===== config.mk =====
export PLATFORM = sky130hd
export DESIGN_NAME = addsub_result_stage
export DESIGN_NICKNAME = d
export VERILOG_FILES = /design/src/rtl/addsub_result_stage.sv
export SDC_FILE = /design/constraint.sdc
export NUM_CORES = 1
export LEC_CHECK = 0
export ABC_AREA = 1
export CAP_MARGIN = 20
export CORE_ASPECT_RATIO = 0.5
export CORE_MARGIN = 2
export CORE_UTILIZATION = 54
export CTS_CLUSTER_DIAMETER = 100
export CTS_CLUSTER_SIZE = 24
export DETAILED_ROUTE_END_ITERATION = 6
export PLACE_DENSITY = 0.84
export SETUP_SLACK_MARGIN = 0.4
export SYNTH_ARGS = -nofsm -noshare
export SYNTH_HDL_FRONTEND = slang
export SYNTH_SLANG_ARGS = --single-unit

===== constraint.sdc =====
create_clock -name clk -period 2.1 [get_ports clk]
set_clock_uncertainty 0.1 [all_clocks]
set_input_delay 0.63 -clock clk [delete_from_list [all_inputs] [get_ports clk]]
set_output_delay 0.63 -clock clk [all_outputs]
set_load 0.01 [all_outputs]

===== src/rtl/addsub_result_stage.sv =====
// Result stage behind the adder-subtractor: derives N/Z/C/V for each result and
// buffers result+flags in a 2-entry valid/ready queue, with a saturating overflow count.
module addsub_result_stage #(
  parameter int WIDTH = 4,
  parameter int CNT_W = 8
) (
  input  logic             clk,
  input  logic             rst,
  input  logic             in_valid,
  output logic             in_ready,
  input  logic [WIDTH-1:0] sum,
  input  logic             cout,
  input  logic             sub,
  input  logic             a_msb,
  input  logic             b_msb,
  output logic             out_valid,
  input  logic             out_ready,
  output logic [WIDTH-1:0] out_sum,
  output logic [3:0]       out_flags,
  output logic [CNT_W-1:0] ovf_count,
  input  logic             ovf_clr
);

  typedef struct packed {
    logic [WIDTH-1:0] sum;
    logic [3:0]       flags;  // {N,Z,C,V}
  } entry_t;

  entry_t     head, tail, new_e;
  logic [1:0] count;
  logic       push, pop, v_new;

  // C is normalised so that in subtract mode it reads as borrow (a < b unsigned).
  always_comb begin
    v_new     = (a_msb == (b_msb ^ sub)) && (sum[WIDTH-1] != a_msb);
    new_e.sum = sum;
    new_e.flags = {sum[WIDTH-1], (sum == '0), cout ^ sub, v_new};
  end

  assign in_ready  = (count != 2'd2);
  assign out_valid = (count != 2'd0);
  assign push      = in_valid && in_ready;
  assign pop       = out_valid && out_ready;
  assign out_sum   = head.sum;
  assign out_flags = head.flags;

  always_ff @(posedge clk or posedge rst) begin
    if (rst) begin
      count <= 2'd0;
      head  <= '0;
      tail  <= '0;
    end else begin
      unique case ({push, pop})
        2'b10:   count <= count + 2'd1;
        2'b01:   count <= count - 2'd1;
        default: count <= count;
      endcase
      // Head is a real register so the output never sees the input combinationally;
      // on empty it simply keeps its last contents.
      if (push && (count == 2'd0 || (count == 2'd1 && pop)))
        head <= new_e;
      else if (pop && count == 2'd2)
        head <= tail;
      if (push && count == 2'd1 && !pop)
        tail <= new_e;
    end
  end

  always_ff @(posedge clk or posedge rst) begin
    if (rst)
      ovf_count <= '0;
    else if (ovf_clr)
      ovf_count <= '0;
    else if (push && v_new && !(&ovf_count))
      ovf_count <= ovf_count + 1'b1;
  end

endmodule

==> Word-level counts from Yosys, hierarchy flattened <==
Cells that the tools add are included.
W data, S select, Z words.
{ "totals": {"inputBits": 13, "word_cells": 43, "ff_bits": 26, "out_inout_bits": 18} }
{ "op_classes": {"addsub": 3, "reduce_logical": 20, "n_eq_ne": 7, "mux": 5, "n_bitwise": 2} }
{ "op_table": {"columns": ["op", "n"], "rows": [
  ["$mux W8", 4],
  ["$logic_and A1 B1 Y1", 10],
  ["$add A8 B1 Y8 const B", 1],
  ["$reduce_and A8 Y1", 1],
  ["$reduce_bool A2 Y1", 4],
  ["$eq A2 B1 Y1 const B", 2],
  ["$eq A2 B2 Y1 const B", 2],
  ["$logic_not A4 Y1", 1],
  ["$pmux W2 S2", 1],
  ["$add A2 B1 Y2 const B", 1],
  ["$logic_not A1 Y1", 2],
  ["$logic_not A2 Y1", 1],
  ["$ne A2 B2 Y1 const B", 1],
  ["$sub A2 B1 Y2 const B", 1],
  ["$xor A1 B1 Y1", 2],
  ["$eq A1 B1 Y1", 1],
  ["$logic_or A1 B1 Y1", 1],
  ["$ne A1 B1 Y1", 1]
]} }

==> Longest topological paths before layout <==
Gate-level depths: netlist of the first run.
{ "logic_depth": {"ltp_word": 7, "mapped_depth": 9} }

==> Least setup slack after synthesis of the first run <==
No wires, ideal clock.
{ "synth_timing": {"path_type": "flip-flop to output port", "from": "register count[0]", "to": "output in_ready", "path_slack_ps": 642, "t_arrival_ps": 728, "stages_incl_launch_ff": 4, "required_ps": 1370, "path_cell_list": "dfrtp_1 -> inv_1 -> ha_1 -> inv_2"} }
{ "synth_via": {"elab_chain_len": 1} }
{ "synth_rtl": {"columns": ["item", "line_no", "text"], "rows": [
  ["start, declared", "30", "logic [1:0] count;"],
  ["start signal, assigned", "54", "2'b10: count <= count + 2'd1;"],
  ["start signal, assigned", "55", "2'b01: count <= count - 2'd1;"],
  ["start signal, assigned", "56", "default: count <= count;"],
  ["$ne A2 B2 Y1", "40", "assign in_ready = (count != 2'd2);"],
  ["end, declared", "10", "output logic in_ready,"]
]} }
Every way passes these cells.

==> Final worst setup path of the first run <==
Same ends and word-level chain as after synthesis.

==> metrics.md, run 1 <==
| Metric | Value |
|---|---|
| Status | `finished, final reports clean` |
| DR vias/cell | `5.430` |
| TritonCTS clock tree | `built` |
| Slowest-stage cell, CP | `dfrtp_1` |
| First-pass GRT wire length | `5.740 mm` |
| Horiz. Die Dim | `76.46 um` |
| Leakage power | `1.104 nW` |
| PortBufs | `30` |
| Hold path endpoint | `out_flags[2]` |
| EDFF count, synth | `0` |
| HP Start | `out_flags[2]` |
| Clk Latency, worst-skew pair | `0.27 ns` |
| Die Span Y | `40.23 um` |
| Tcrit/Tclk final | `88.44%` |
| ANT cells | `0` |
| Detailed-route via count | `1542` |
| Final wirelength | `4.637 mm` |
| CP max FO | `2` |
| Synthesized flop and latch total | `24` |
| Final Hold Viols | `0` |
| Final Max Slew Viols | `0` |
| Worst slew pin tran | `0.4728 ns` |
| Final instance area | `0.002131 mm2` |
| DP Wirelength | `2.260 mm` |
| Die area | `0.003076 mm2` |
| Worst relative slew slack | `68.19%` |
| Worst r2r src | `count[0]` |
| Max Cap Viol | `0` |
| Top post-synthesis cells by area | `dfrtp_1 42%, nand2_1 17%, inv_1 6.1%` |
| Site row count | `13` |
| Yosys warnings | `0` |
| Sw frac | `40.17%` |
| Clk pwr share | `between 10 and 15%` |
| Avg Cell Area, Syn | `7.581 um2` |
| R2R depth | `10` |
| CTS root buf | `clkbuf_8` |
| Core box area | `0.002537 mm2` |
| Cell family with most CP delay | `flip-flops` |
| Setup slack, reg-to-reg | `0.33 ns` |
| CP Cell Sequence | `inv_2 > ha_4 > inv_2 > clkbuf_2` |
| Required time of the critical path | `1.37 ns` |
| Most frequent cell after synthesis | `nand2_1` |
| Post-synth top area share | `42.37%` |
| WHS | `0.4316 ns` |
| Crit path capture type | `output pin` |
| GP Congestion | `0.8772` |
| 1st-iter DRT viols | `92` |
| Peak VDD IR | `0.6783 mV` |
| Post-synthesis cell count | `187` |
| Final setup vio count | `0` |
| Hold path cells | `2` |
| Post-synth top cells | `64 x nand2_1, 24 x dfrtp_1, 23 x inv_1` |
| CP Launch Type | `flop` |
| RSZ-0062 raised after global routing | `true` |
| Antenna-violating nets left | `0` |
| Drt pass-1 iters | `5` |
| Hold crit path type | `reg2reg` |
| Share of layout cells above drive strength 1 | `30.36%` |
| Top-Level Pins | `31` |
| Area growth, synth to finish | `50.31%` |
| # clock sinks | `24` |
| Yosys cell types | `25` |
| Post-Syn Area | `about 0.0014 mm2` |
| CP Buf/Inv Count | `3` |
| Final min period | `1.857 ns` |
| Initial antenna violation count | `0` |
| Initial Util | `55.87%` |
| Synth Flop Type | `dfrtp_1` |
| Cell mode on critical path | `inv_2` |
| Residual DRC count | `0` |
| Seq/Total Area, Yosys | `between 40 and 50%` |
| Worst EP arrival | `1.13 ns` |
| H-tree levels | `1` |
| Total Neg Setup Slack | `0 ns` |
| Core Util, Final | `a little over four fifths` |
| Cell taking the most area after synthesis | `dfrtp_1` |
| Ys async rst share | `100.0%` |
| All-Layer GR Usage | `25.18%` |
| Number of global-route vias before repair | `1234` |
| Sequential share of power | `32.1%` |
| CTS clk-pin slew, worst paths | `roughly 0.090 ns` |
| Internal Power | `1.317 mW` |
| Placed cell area | `0.001763 mm2` |
| CTS Buf Count | `3` |
| Sw Pwr | `884.3 uW` |
| Total congestion overflow | `0` |
| Largest net degree at the start of global routing | `25` |
| Post-DR wirelength/cell | `16.33 um` |
| Combinational share of power | `between 50% and 60%` |
| Peak Freq | `538.4 MHz` |
| Cell Pwr Density | `between 1000 and 1500 mW/mm2` |
| Largest stage delay on the critical path | `0.42 ns` |
| FF-to-FF End | `out_sum[0]` |
| Hold-fix buffers, CTS | `0` |
| Crit Path Category | `reg2out` |
| Longest Clk Path Bufs | `2` |
| Post-Syn Nets | `just over 200` |
| Layout Nets | `265` |
[worst max-delay path by stage]
stage                   from            to  slack (ns)  cells after the start
CTS                 count[0]      in_ready        0.20                      4
global route        count[0]     out_valid        0.21                      4
detailed placement       sub  ovf_count[4]       0.007                     10
floorplan           count[0]      in_ready        0.64                      3
global placement         sub  ovf_count[4]        0.05                     10
finish              count[0]      in_ready        0.24                      4
[sequential cells by signal (all words and copies together), names as in the netlist]
| register | count |
|---|---|
| count | 2 |
| out_flags | 3 |
| out_sum | 4 |
| ovf_count | 8 |
| tail | 7 |
[placed cells by master (no fill, tap or decap), types with 4 or more instances in the layout]
cell / count
nor2_4: 4
nand2_2: 9
dfrtp_1: 23
nand2_1: 58
nor2_1: 8
inv_1: 21
inv_2: 7
buf_4: 26
clkbuf_8: 4
nand2_4: 4
nor2_2: 6
clkdlybuf4s15_1: 9
o21ai_1: 7
dlygate4sd2_1: 11
clkdlybuf4s50_1: 6
nand3_1: 14
[layer usage]
| layer | track usage [%] | part of all wire, % | vias to the layer above |
|---|---|---|---|
| met5 | 0 | 0 | - |
| met4 | 7.727 | 3.8 | 0 |
| met3 | 4.955 | 5.9 | 23 |
| met2 | 46.24 | 49 | 82 |
| met1 | 31.89 | 41 | 733 |
| li1 | - | - | 704 |
[power groups by stage]
stage / clock (mW) / combinational (mW) / sequential [mW]
6_report: 0.327 / 1.17 / 0.706
5_1_grt: 0.344 / 1.24 / 0.714
2_1_floorplan: 0 / 0.457 / 0.714
3_5_place_dp: 0 / 0.784 / 0.699
4_1_cts: 0.315 / 0.904 / 0.690
3_3_place_gp: 0 / 0.758 / 0.699
[worst reg2reg max path: cells and delay by family, from the launching register on]
family,cells,cell delay (ns)
adder cells (fa/ha/maj),1,0.18
flip-flops,1,0.42
buffers and inverters,3,0.41
AND/OR/NAND/NOR,5,0.44
AO/OA/AOI/OAI,1,0.11
[layout make-up]
cell class	instances	area (um2)
multi-input combinational	132	785.8
sequential	24	601.8
timing repair buffer	58	530.5
fill	145	406.6
inverter	29	111.4
clock buffer	4	55.05
tap	37	46.29
[what timing repair did]
action                                  4_1_cts  5_1_grt
endpoints found under the setup margin       37       36
resized for setup                            39       25
gates cloned                                  2        0
pin swaps                                     5        6
buffers inserted                             13       11
[stage by stage]
step                      power [mW]  worst slack [ns]  std cells
after CTS                      1.909            0.2046        273
after floorplan                1.172            0.6424        187
after global placement         1.457           0.04693        254
final                          2.201            0.2427        284
after global routing           2.301            0.2055        284
after detailed placement       1.482          0.007212        254
[cell families after synthesis]
family / share of synthesized area, %
and+or+nand+nor: 35.39
buffers and inverters: 9.355
DFF: 42.37
AOI/OAI and AO/OA: 7.326
adders and majority gates: 3.531
xor gates and xnor gates: 1.236
muxes: 0.7943
Note: power is estimated with default switching activity, not from simulation.
==> run 2: changes to the inputs <==
CTS_BUF_LIST = sky130_fd_sc_hd__clkbuf_16   (was unset)
GPL_TIMING_DRIVEN = 0   (was unset)
==> metrics.md, run 2 (same netlist as run 1, synthesis figures left out) <==
| Metric | Value |
|---|---|
| Placed cell area | `0.001764 mm2 (about the same)` |
| 1st-iter DRT viols | `176 (+91%)` |
| Residual DRC count | `0 (unchanged)` |
| Site row count | `13 (unchanged)` |
| Longest Clk Path Bufs | `2 (unchanged)` |
| Hold-fix buffers, CTS | `0 (unchanged)` |
| Combinational share of power | `48.4% (-4.7 points)` |
| Worst Slack Setup Final | `0.1959 ns (-0.04674 ns)` |
| Final min period | `1.904 ns (+0.04674 ns)` |
| All-Layer GR Usage | `26.45% (+1.3 points)` |
| Commonest non-fill, non-tap cell in the layout | `nand2_1` |
| Final wirelength | `4.678 mm (+0.88%)` |
| CP Launch Type | `flop` |
| Detailed-route via count | `1607 (+4.2%)` |
| Hold path cells | `2 (unchanged)` |
| RSZ-0062 raised after global routing | `true` |
| Layout Nets | `265 (unchanged)` |
| Internal Power | `1.554 mW (+18%)` |
| Max Cap Viol | `0 (unchanged)` |
| FF-to-FF End | `out_flags[0]` |
| TritonCTS clock tree | `built` |
| Peak VDD IR | `0.6597 mV (-2.7%)` |
| DP Wirelength | `2.124 mm (-6.0%)` |
| R2R depth | `10 (unchanged)` |
| Crit path capture type | `output pin` |
| Die Span Y | `40.23 um (unchanged)` |
| Drt pass-1 iters | `5 (unchanged)` |
| Worst EP arrival | `1.17 ns (+0.04 ns)` |
| Top-Level Pins | `31 (unchanged)` |
| Status | `finished, final reports clean` |
| Number of global-route vias before repair | `1248 (+1.1%)` |
| HP Start | `out_flags[1]` |
| CP max FO | `3 (+1)` |
| Final setup vio count | `0 (unchanged)` |
| CTS Buf Count | `3 (unchanged)` |
| Hold crit path type | `reg2reg` |
| Crit Path Category | `reg2out` |
| Horiz. Die Dim | `76.46 um (unchanged)` |
| Clk pwr share | `22.7% (+7.8 points)` |
| Sw Pwr | `888.9 uW (+0.53%)` |
| Core box area | `0.002537 mm2 (unchanged)` |
| Area growth, synth to finish | `52.52%` |
| Tcrit/Tclk final | `90.67% (+2.2 points)` |
| Sw frac | `36.39% (-3.8 points)` |
| H-tree levels | `1 (unchanged)` |
| Sequential share of power | `28.9% (-3.2 points)` |
| Cell Pwr Density | `1130 mW/mm2 (+9.4%)` |
| Post-DR wirelength/cell | `16.47 um (+0.88%)` |
| # clock sinks | `24 (unchanged)` |
| GP Congestion | `0.8486 (-3.3%)` |
| Required time of the critical path | `1.37 ns (about the same)` |
| Initial Util | `55.87% (unchanged)` |
| Final Max Slew Viols | `0 (unchanged)` |
| Share of layout cells above drive strength 1 | `31.98% (+1.6 points)` |
| Worst r2r src | `count[0]` |
| DR vias/cell | `5.658 (+4.2%)` |
| Antenna-violating nets left | `0 (unchanged)` |
| Number of flip-flops under the largest register name | `8 (unchanged)` |
| Worst relative slew slack | `62.43% (-5.8 points)` |
| Initial antenna violation count | `0 (unchanged)` |
| CTS clk-pin slew, worst paths | `0.06 ns (-0.03 ns)` |
| CTS root buf | `clkbuf_16` |
| ANT cells | `0 (unchanged)` |
| Final Hold Viols | `0 (unchanged)` |
| Final instance area | `0.002162 mm2 (+1.5%)` |
| First-pass GRT wire length | `6.072 mm (+5.8%)` |
| Clk Latency, worst-skew pair | `0.26 ns (about the same)` |
| Peak Freq | `525.2 MHz (-2.5%)` |
| PortBufs | `30 (unchanged)` |
| Setup slack, reg-to-reg | `0.40 ns (+0.07 ns)` |
| Largest Register | `ovf_count` |
| Worst slew pin tran | `0.5624 ns (+0.08965 ns)` |
| Leakage power | `1.129 nW (+2.3%)` |
| Largest net degree at the start of global routing | `25 (unchanged)` |
| Total congestion overflow | `0 (unchanged)` |
| Die area | `0.003076 mm2 (unchanged)` |
| Commonest non-fill, non-tap cells in the layout | `59 x nand2_1, 21 x buf_4, 20 x inv_1, 20 x dfrtp_1, 18 x dlygate4sd2_1` |
| Pre-CTS setup slack | `-0.03374 ns (-0.04095 ns)` |
| Hold path endpoint | `out_flags[1]` |
-- run 2: repair_timing --
action,4_1_cts,5_1_grt
cloned,2,0
gates resized for setup,50,16
pin swaps,6,5
setup endpoints to repair,40,48
endpoints found under the hold margin,0,0
setup buffers,15,9
-- run 2: per-stage QoR --
stage / total power, mW / util (%) / hold slack [ns] / TNS (ns) / instances
final: 2.443 / 85.21 / 0.4093 / 0 / 284
after global routing: 2.530 / 85.21 / 0.4372 / 0 / 284
after global placement: 1.462 / 69.53 / 0.3685 / -0.0005556 / 254
after floorplan: 1.172 / - / 0.3589 / 0 / 187
after CTS: 2.179 / 80.33 / 0.3906 / 0 / 275
after detailed placement: 1.492 / 69.53 / 0.3765 / -0.03374 / 254
-- run 2: final cells by class --
type | count | area, um2
sequential | 24 | 605.6
multi-input combinational | 132 | 759.5
clock inverter | 1 | 30.03
clock buffer | 3 | 75.07
fill | 142 | 375.4
inverter | 29 | 117.6
timing repair buffer | 55 | 500.5
buffer | 3 | 27.53
tap | 37 | 46.29
-- run 2: critical path: stages, from the launching register on --
cell     delay [ns]
dfrtp_1        0.40
inv_2          0.12
buf_12         0.11
ha_4           0.14
inv_4          0.04
buf_6          0.11
-- run 2: power groups by stage --
stage | registers, mW | clock network (mW) | logic, mW
4_1_cts | 0.687 | 0.550 | 0.942
2_1_floorplan | 0.714 | 0 | 0.457
3_5_place_dp | 0.694 | 0 | 0.798
5_1_grt | 0.714 | 0.572 | 1.24
3_3_place_gp | 0.691 | 0 | 0.771
6_report | 0.705 | 0.555 | 1.18
-- run 2: worst max-delay path by stage --
stage                   start    endpoint  slack (ns)  depth (start not counted)
floorplan            count[0]    in_ready        0.64                          3
global placement    out_ready  out_sum[3]     -0.0006                          8
detailed placement  out_ready  out_sum[3]       -0.03                          8
CTS                  count[0]    in_ready        0.16                          4
global route         count[0]   out_valid        0.16                          5
finish               count[0]   out_valid        0.20                          5
-- run 2: routing by layer --
metal  part of all wire [%]  global-route usage [%]  vias up
met2                     50                   48.45      108
met3                    8.8                   3.829       16
met1                     39                   34.12      775
li1                       -                       -      708
met5                      0                       0        -
met4                    2.5                   9.091        0
==> run 3: changes to the inputs <==
CELL_PAD_IN_SITES_DETAIL_PLACEMENT = 2   (was unset)
CELL_PAD_IN_SITES_GLOBAL_PLACEMENT = 2   (was unset)
CORE_UTILIZATION = 30   (was 54)
PLACE_DENSITY = unset   (was 0.84)
PLACE_DENSITY_LB_ADDON = 0.1   (was unset)
==> metrics.md, run 3 (same netlist as run 1, synthesis figures left out) <==
| Metric | Value |
|---|---|
| CP Launch Type | `flop` |
| Area growth, synth to finish | `59.93%` |
| Worst relative slew slack | `71.30% (+8.9 points)` |
| Layout Nets | `263 (-0.75%)` |
| Hold path endpoint | `out_flags[1]` |
| Horiz. Die Dim | `101.2 um (+32%)` |
| H-tree levels | `1 (unchanged)` |
| Largest Register | `ovf_count` |
| Initial antenna violation count | `0 (unchanged)` |
| Tcrit/Tclk final | `87.22% (-3.5 points)` |
| First-pass GRT wire length | `8.452 mm (+39%)` |
| Die area | `0.005324 mm2 (+73%)` |
| CTS Buf Count | `3 (unchanged)` |
| DR vias/cell | `5.186 (-8.3%)` |
| Crit Path Category | `reg2out` |
| Initial Util | `31.74% (-24 points)` |
| Total congestion overflow | `0 (unchanged)` |
| FF-to-FF End | `ovf_count[1]` |
| CTS clk-pin slew, worst paths | `0.07 ns (about the same)` |
| WHS | `0.4200 ns (+0.01071 ns)` |
| Setup slack, reg-to-reg | `0.33 ns (-0.07 ns)` |
| Filler instances | `493 (+250%)` |
| Number of flip-flops under the largest register name | `8 (unchanged)` |
| R2R depth | `8 (-2)` |
| Final setup vio count | `0 (unchanged)` |
| Final instance area | `0.002267 mm2 (+4.9%)` |
| CTS root buf | `clkbuf_16` |
| Worst EP arrival | `1.10 ns (-0.07 ns)` |
| Status | `finished, final reports clean` |
| Worst slew pin tran | `0.4300 ns (-0.1324 ns)` |
| PortBufs | `30 (unchanged)` |
| Largest net degree at the start of global routing | `25 (unchanged)` |
| Final Max Slew Viols | `0 (unchanged)` |
| Drt pass-1 iters | `4 (-1)` |
| Hold path cells | `2 (unchanged)` |
| Detailed-route via count | `1561 (-2.9%)` |
| Final wirelength | `6.938 mm (+48%)` |
| Commonest non-fill, non-tap cell in the layout | `nand2_1` |
| Core box area | `0.004467 mm2 (+76%)` |
| Post-DR wirelength/cell | `23.05 um (+40%)` |
| Crit path capture type | `output pin` |
| Cell Pwr Density | `1110 mW/mm2 (-1.8%)` |
| Worst r2r src | `ovf_count[0]` |
| Final min period | `1.832 ns (-0.07253 ns)` |
| Die Span Y | `52.61 um (+31%)` |
| Peak VDD IR | `0.5018 mV (-24%)` |
| Placed cell area | `0.001789 mm2 (+1.4%)` |
| HP Start | `out_flags[1]` |
| TritonCTS clock tree | `built` |
| Commonest non-fill, non-tap cells in the layout | `52 x nand2_1, 20 x inv_1, 20 x dfrtp_1, 19 x dlygate4sd2_1, 16 x buf_4` |
| GP Congestion | `0.7250 (-15%)` |
| Number of global-route vias before repair | `1653 (+32%)` |
| Top-Level Pins | `31 (unchanged)` |
| Hold crit path type | `reg2reg` |
| Residual DRC count | `0 (unchanged)` |
| Share of layout cells above drive strength 1 | `34.43% (+2.4 points)` |
| Longest Clk Path Bufs | `2 (unchanged)` |
| Multi-input gate area | `873.3 um2 (+15%)` |
| Max Cap Viol | `0 (unchanged)` |
| # clock sinks | `24 (unchanged)` |
| Peak Freq | `546.0 MHz (+4.0%)` |
| CP max FO | `2 (-1)` |
| DP Wirelength | `3.022 mm (+42%)` |
| ANT cells | `0 (unchanged)` |
| Core Util, Final | `50.76% (-34 points)` |
| Total Neg Setup Slack | `0 ns (unchanged)` |
| Register area | `605.6 um2 (unchanged)` |
| All-Layer GR Usage | `20.86% (-5.6 points)` |
| 1st-iter DRT viols | `76 (-57%)` |
| Site row count | `17 (+4)` |
| RSZ-0062 raised after global routing | `true` |
| Final Hold Viols | `0 (unchanged)` |
| Required time of the critical path | `1.37 ns (about the same)` |
| Leakage power | `1.140 nW (+0.97%)` |
| Antenna-violating nets left | `0 (unchanged)` |
| Clk Latency, worst-skew pair | `0.27 ns (about the same)` |
-- run 3: timing repair --
item	4_1_cts	5_1_grt
cloned	1	1
pin swaps	8	14
hold buffers	0	0
endpoints found under the setup margin	40	29
setup buffers	17	4
resized for setup	56	43
-- run 3: cell type report --
| type | instances | share of cell area (%) |
|---|---|---|
| flip-flops and latches | 24 | 26.71 |
| inverters | 29 | 5.243 |
| plain buffers | 3 | 1.214 |
| repair buffers | 53 | 21.85 |
| multi-input cells | 132 | 38.52 |
| well taps | 57 | 3.146 |
| clock buffers | 3 | 3.311 |
-- run 3: stage by stage --
| stage | instances | total power [mW] | worst slack (ns) |
|---|---|---|---|
| floorplan | 187 | 1.172 | 0.6424 |
| global placement | 274 | 1.492 | -0.09342 |
| detailed placement | 274 | 1.529 | -0.1321 |
| CTS | 295 | 2.145 | 0.2035 |
| global route | 301 | 2.653 | 0.2326 |
| finish | 301 | 2.516 | 0.2685 |
-- run 3: per-layer routing --
| layer | track usage, % | up-vias | part of all wire, % |
|---|---|---|---|
| met5 | 0 | - | 0 |
| met4 | 4.505 | 0 | 2.1 |
| met3 | 3.333 | 13 | 3.9 |
| met2 | 39.85 | 45 | 52 |
| met1 | 25.00 | 807 | 42 |
| li1 | - | 696 | - |
-- run 3: how the worst max path moves through the flow --
stage | end | start
after floorplan | in_ready | count[0]
after global placement | out_sum[3] | out_ready
after detailed placement | out_sum[3] | out_ready
after CTS | in_ready | count[0]
after global routing | out_valid | count[1]
final | in_ready | count[0]
-- run 3: critical path, cell delays in order, from the launching register on --
cell and delay (ns):
dfrtp_1 0.40, inv_2 0.12, ha_4 0.15, inv_2 0.05, buf_6 0.12
-- run 3: power breakdown --
part	switching (mW)	internal [mW]
sequential	0.0891	0.615
combinational	0.778	0.604
clock	0.177	0.253
total	1.04	1.47
